`src/rtl/program_loader.sv`:
```
// Front-panel program loader: assembles a byte-streamed program image and
// hands it to the relay computer through a four-phase loadMem/loadMemComplete handshake.
module program_loader #(
    parameter int IMAGE_BYTES = 15,
    parameter int TIMEOUT     = 255
) (
    input  logic                         clock,
    input  logic                         reset,
    input  logic                         start,
    input  logic [7:0]                   byte_in,
    input  logic                         byte_valid,
    output logic                         byte_ready,
    output logic [IMAGE_BYTES-1:0][7:0]  initial_memory,
    output logic                         loadMem,
    input  logic                         loadMemComplete,
    output logic                         busy,
    output logic                         done,
    output logic                         error,
    output logic [1:0]                   dbg_state
);

    localparam int CNT_W = $clog2(IMAGE_BYTES + 1);
    localparam int TMO_W = $clog2(TIMEOUT + 1);
    localparam logic [CNT_W-1:0] LAST_IDX = CNT_W'(IMAGE_BYTES - 1);
    localparam logic [TMO_W-1:0] TMO_MAX  = TMO_W'(TIMEOUT);

    typedef enum logic [1:0] {
        IDLE    = 2'd0,
        COLLECT = 2'd1,
        LOAD    = 2'd2,
        RELEASE = 2'd3
    } state_t;

    state_t           state;
    logic [CNT_W-1:0] cnt;
    logic [TMO_W-1:0] tmo;

    // Handshake strobes decode straight from the state register, so reset
    // drops loadMem asynchronously and byte_ready never depends on byte_valid.
    // A byte moves when byte_valid and byte_ready are both high at a rising edge.
    assign byte_ready = (state == COLLECT);
    assign loadMem    = (state == LOAD);
    assign busy       = (state != IDLE);
    assign dbg_state  = state;

    always_ff @(posedge clock or posedge reset) begin
        if (reset) begin
            state          <= IDLE;
            cnt            <= '0;
            tmo            <= '0;
            initial_memory <= '0;
            done           <= 1'b0;
            error          <= 1'b0;
        end else begin
            done <= 1'b0;
            case (state)
                IDLE: begin
                    if (start) begin
                        cnt   <= '0;
                        error <= 1'b0;
                        state <= COLLECT;
                    end
                end

                COLLECT: begin
                    // A restart wins over a byte offered in the same cycle.
                    if (start) begin
                        cnt   <= '0;
                        error <= 1'b0;
                    end else if (byte_valid) begin
                        for (int i = 0; i < IMAGE_BYTES; i++) begin
                            if (cnt == CNT_W'(i)) begin
                                initial_memory[i] <= byte_in;
                            end
                        end
                        cnt <= cnt + CNT_W'(1);
                        if (cnt == LAST_IDX) begin
                            tmo   <= '0;
                            state <= LOAD;
                        end
                    end
                end

                LOAD: begin
                    if (loadMemComplete) begin
                        tmo   <= '0;
                        state <= RELEASE;
                    end else if (tmo == TMO_MAX) begin
                        error <= 1'b1;
                        state <= IDLE;
                    end else begin
                        tmo <= tmo + TMO_W'(1);
                    end
                end

                RELEASE: begin
                    if (!loadMemComplete) begin
                        done  <= 1'b1;
                        state <= IDLE;
                    end else if (tmo == TMO_MAX) begin
                        error <= 1'b1;
                        state <= IDLE;
                    end else begin
                        tmo <= tmo + TMO_W'(1);
                    end
                end

                default: state <= IDLE;
            endcase
        end
    end

endmodule

```
`config.mk`:
```
export PLATFORM = sky130hd
export DESIGN_NAME = program_loader
export DESIGN_NICKNAME = d
export VERILOG_FILES = /design/src/rtl/program_loader.sv
export SDC_FILE = /design/constraint.sdc
export NUM_CORES = 1
export LEC_CHECK = 0
export CORE_AREA = 10 10 114 116
export DETAILED_ROUTE_END_ITERATION = 10
export DIE_AREA = 0 0 124 126
export HOLD_SLACK_MARGIN = 0.08
export PLACE_DENSITY = 0.91
export SYNTH_ARGS = -nofsm -noshare
export SYNTH_HDL_FRONTEND = slang
export SYNTH_SLANG_ARGS = --single-unit
```
`constraint.sdc`:
```
create_clock -name clock -period 13.2 [get_ports clock]
set_clock_uncertainty 0.1 [all_clocks]
set_input_delay 3.3 -clock clock [delete_from_list [all_inputs] [get_ports clock]]
set_output_delay 3.3 -clock clock [all_outputs]
set_load 0.02 [all_outputs]
```
* After elaboration in Yosys (flattened, before gate mapping) *
Index checks and enable logic that the tools add are counted.

cells by class
  $add $sub $neg = 2
  eq/ne operators = 26
  multiplexer cells = 26
  bitwise operators = 1
  reduce and logical (&&, ||, !) cells = 25

operators by type and width
  cell                                           count
  AND reduction 4 bit                            16
  two-way mux 8 bit                              6
  == test 4 bit, second input constant           7
  one-hot mux 8 bit (3 select lines)             1
  == test 4 x 3 -> 1 bit, second input constant  4
  two-way mux 2 bit                              7
  two-way mux 4 bit                              3
  != test 2 bit, second input constant           5
  adder 8 x 1 -> 8 bit, second input constant    1
  == test 4 x 2 -> 1 bit, second input constant  2
  == test 8 bit, second input constant           1
  one-hot mux 2 bit (4 select lines)             1
  one-hot mux 4 bit (2 select lines)             1
  two-way mux 1 bit                              6
  AND reduction 3 bit                            2
  AND reduction 5 bit                            1
  adder 4 x 1 -> 4 bit, second input constant    1
  == test 2 bit, second input constant           2
  == test 4 x 1 -> 1 bit, second input constant  1
  logical NOT 4 bit                              1
  != test 2 x 1 -> 1 bit, second input constant  2
  nonzero test 2 bit                             2
  != test 3 bit, second input constant           1
  one-hot mux 1 bit (3 select lines)             1
  5 further kinds                                5

word-level totals
  register bits = 136
  bits of input ports = 13
  output and inout port bits = 127
  logic and storage cells = 100

* Longest topological paths before layout *
  word-level depth = 5
  mapped depth = 7
  depth with buffers taken out = 6

* Least setup slack after synthesis *
Ideal clock, no wire load.

  kind = input to register
  start = input start
  end = register tmo[4]
  setup time = 0.080 ns
  arrival = 4.501 ns
  data required time = 13.020 ns
  setup slack = 8.519 ns
  cell stages on the path = 6
  buffers on the path = 2
  cells stage by stage = clkbuf_2 and3b_1 buf_4 a22oi_4 or4_1 a21oi_1

on the way
  word-level cells in the longest chain between the ends = 2

RTL lines
  what                                  RTL line  RTL
  start, declared                       9         input logic start,
  != test 2 bit (no source line)        --
  AND reduction 5 bit (no source line)  --
  end signal, assigned                  92        tmo <= tmo + TMO_W'(1);
  end signal, assigned                  104       tmo <= tmo + TMO_W'(1);
  end, declared                         36        logic [TMO_W-1:0] tmo;

Every way passes these cells.
A chain may end at the register's enable or synchronous reset.

* Worst setup path in the final report *
  start = register state[1] (netlist: dbg_state[1])
  end = output loadMem

on the way
  word-level cells in the longest chain between the ends = 1

RTL lines
  what                    RTL line  RTL
  start, declared         34        state_t state;
  start signal, assigned  48        state <= IDLE;
  start signal, assigned  61        state <= COLLECT;
  start signal, assigned  79        state <= LOAD;
  == test 2 bit           42        assign loadMem = (state == LOAD);
  end, declared           14        output logic loadMem,

Every way passes these cells.

==> out/results.tsv <==
stage	metric	value	unit
sta	maxSlewHeadroom	39.38	%
sta	fmaxAchievable	175.2	MHz
detailed_routing	ant_nets	0	
synth	synth.area.top_cells	dfrtp_1 (61%), mux2_2 (24%), ha_1 (1.1%), o21ai_0 (0.99%), and3_1 (0.90%)	
synth	ys_warn_count	0	
die	rows	38	
sta	worstMarginPinSlew	0.9093	ns
synth	yosysTopAreaCell	dfrtp_1	
detailed_routing	via_per_inst	5.531	
die	start_util	51.87	%
global_route	grt.overflow.total	0	
synth	synth_seq_cells	136	
die	fp.dieW	124	um
synth	synth_xor_area_share	0	%
detailed_routing	vias	3739	
placement	dpl.hpwl	10220	um
synth	ys.flop_type	dfrtp_1	
cts	numCtsBuffers	17	
cts	clk_path_buf_depth	2	
detailed_routing	drtIter0Drc	191	
detailed_routing	routed_wl	14930	um
cts	cts_setup_buffers	0	
power_and_ir_drop	powerDensity	148.3	nW/um^2
critical_path	end_kind	output pin	
critical_path	critical_path_class	register to output pin	
synth	post_synth_inst_count	386	
sta	period_share	43.25	%
synth	synth_top_family_by_area	multiplexers	
status	status	finished, final reports clean	
synth	synth_edf_count	0	
cts	cts.sinks	136	
die	core	10700	um^2
sta	hold_viol_final	0	
sta	maxSlewViolCount	0	
synth	synth_fa_ha_area_share	1.308	%
cts	root_buffer	clkbuf_8	
power_and_ir_drop	vdd_ir_drop_max	0.1157	mV
cts	path_clk_slew	0.06	ns
placement	io_buffer_count	139	
detailed_routing	post-route-drc-count	0	
global_route	grt_pass1_vias	3933	
synth	yosysMostFrequentCell	dfrtp_1	
worst_hold_path	holdPathStages	1	
cts	cts_max_level	4	
synth	avgSynthCellArea	14.38	um^2
power_and_ir_drop	p_leak	3.528	nW
worst_hold_path	min_path_type	register to register	
critical_path	start_kind	register	
cells_and_area	area.growth.synth_to_final	37.05	%
global_route	grt_pass1_wl	23140	um
die	ios	140	
sta	rsz0062_at_grt	no	
critical_path	r2r-end	initial_memory[28]	
synth	yosys.area_share.simple	5.840	%
critical_path	arrival	2.31	ns
sta	setup_viol	0	
synth	syn-cell-area	5549	um^2
cts	insertion_delay	0.52	ns
worst_hold_path	whs_endpoint	initial_memory[50]	
job	cap_violations	0	
die	dieArea	15620	um^2
worst_hold_path	hp-start	initial_memory[50]	
global_route	track_usage	19.22	%
critical_path	crit_fanout	22	
synth	synthMuxAreaShare	24.71	%
synth	ys_seq_area_share	61.33	%
critical_path	reg2reg_depth	3	
synth	ys_types	43	
placement	routabilityCongestion	0.7469	
critical_path	worstPathRequired	9.80	ns
detailed_routing	post_drt_wl_per_cell	22.08	um
cts	cts_tree	yes	
die	die_y	126	um
detailed_routing	dr.pass1.iters	4	
critical_path	reg2reg_from	dbg_state[0]	
critical_path	r2r_setup_slack	10.92	ns
cts	cts_resized	0	
cells_and_area	fin_nets	541	
synth	synth_compound_area_share	4.374	%
cells_and_area	drive_above_1_share	30.04	%
synth	ys_top_cells_by_count	dfrtp_1 (136), mux2_2 (120), clkbuf_1 (11), o21ai_0 (11), nand3_1 (10)	
sta	final.setup.tns	0	ns
cells_and_area	n_antenna_cell	0	
global_route	antenna_found_initial	0	
power_and_ir_drop	fin_total_pwr	1.127	mW
synth	synth_top_area_share	61.33	%
global_route	grt_max_degree	76	
sta	period_minus_slack	5.709	ns
synth	async_reset_ff_share	100.0	%
cts	holdBufCountCts	0	
synth	synth_fp_nets	404	
## where the power goes
| part | internal [mW] | leakage, nW | switching, mW |
|---|---|---|---|
| Combinational | 0.0913 | 1.41 | 0.0984 |
| Sequential | 0.456 | 1.84 | 0.0246 |
| Clock | 0.283 | 0.284 | 0.174 |
## per-layer routing
metal / track usage, % / vias to the layer above / wire, um
met3: 7.596 / 10 / 1296
met1: 23.02 / 1933 / 5963
met4: 5.352 / 0 / 102
li1: - / 1663 / -
met5: 0 / - / 0
met2: 31.31 / 133 / 7566
## final cells by class
cell class	instances	area, um^2
fillers	726	3093
multi-input cells	219	2011
clock inverters	11	121.4
repair buffers	140	1399
well taps	140	175.2
inverters	9	36.28
flip-flops and latches	136	3403
clock buffers	21	459.2
## worst max path at each step
stage | startpoint | end | cells past startpoint
2_1_floorplan | reset | cnt[0] | 1
3_3_place_gp | byte_valid | initial_memory[103] | 4
3_5_place_dp | byte_valid | initial_memory[62] | 4
4_1_cts | dbg_state[1] | loadMem | 3
5_1_grt | dbg_state[1] | loadMem | 3
6_report | dbg_state[1] | loadMem | 3
## metrics by stage
stage	hold WS, ns	cells	cell area, um^2	utilization (%)	setup WS [ns]
floorplan	0.4056	386	5549	-	6.161
global placement	0.3882	644	7024	65.66	7.598
detailed placement	0.3926	644	7024	65.66	7.594
CTS	0.4057	676	7605	71.09	7.502
global route	0.4158	676	7605	71.09	7.373
finish	0.4045	676	7605	71.09	7.491
## cell usage in the layout, fill, tap and decap left out, drive strengths merged, types with 3 or more instances in the layout
master	n
dfrtp	136
nand2	7
nor2	8
clkinv	6
o21ai	11
a21oi	8
clkdlybuf4s50	139
ha	5
and3	8
clkbuf	21
nand4	3
nor2b	3
inv	10
nand3	10
mux2	120
## state kept, by name, indices dropped and copies added, names as in the netlist
| name | count |
|---|---|
| done | 1 |
| cnt | 4 |
| initial_memory | 120 |
| dbg_state | 2 |
| error | 1 |
| tmo | 8 |
## logic make-up (layout without fill, tap and decap cells)
| logic type | after synthesis | after routing |
|---|---|---|
| compound gates | 36 | 36 |
| fa+ha+maj | 6 | 6 |
| buf+inv | 31 | 181 |
| flops | 136 | 136 |
| mux | 122 | 122 |
| simple gates | 55 | 55 |
## critical path: stages (launching register included)
cell and delay [ns]:
dfrtp_1 0.79, inv_1 0.24, nor2_1 0.15, clkdlybuf4s50_1 0.62
No activity file was read; power rests on OpenSTA's default activity.
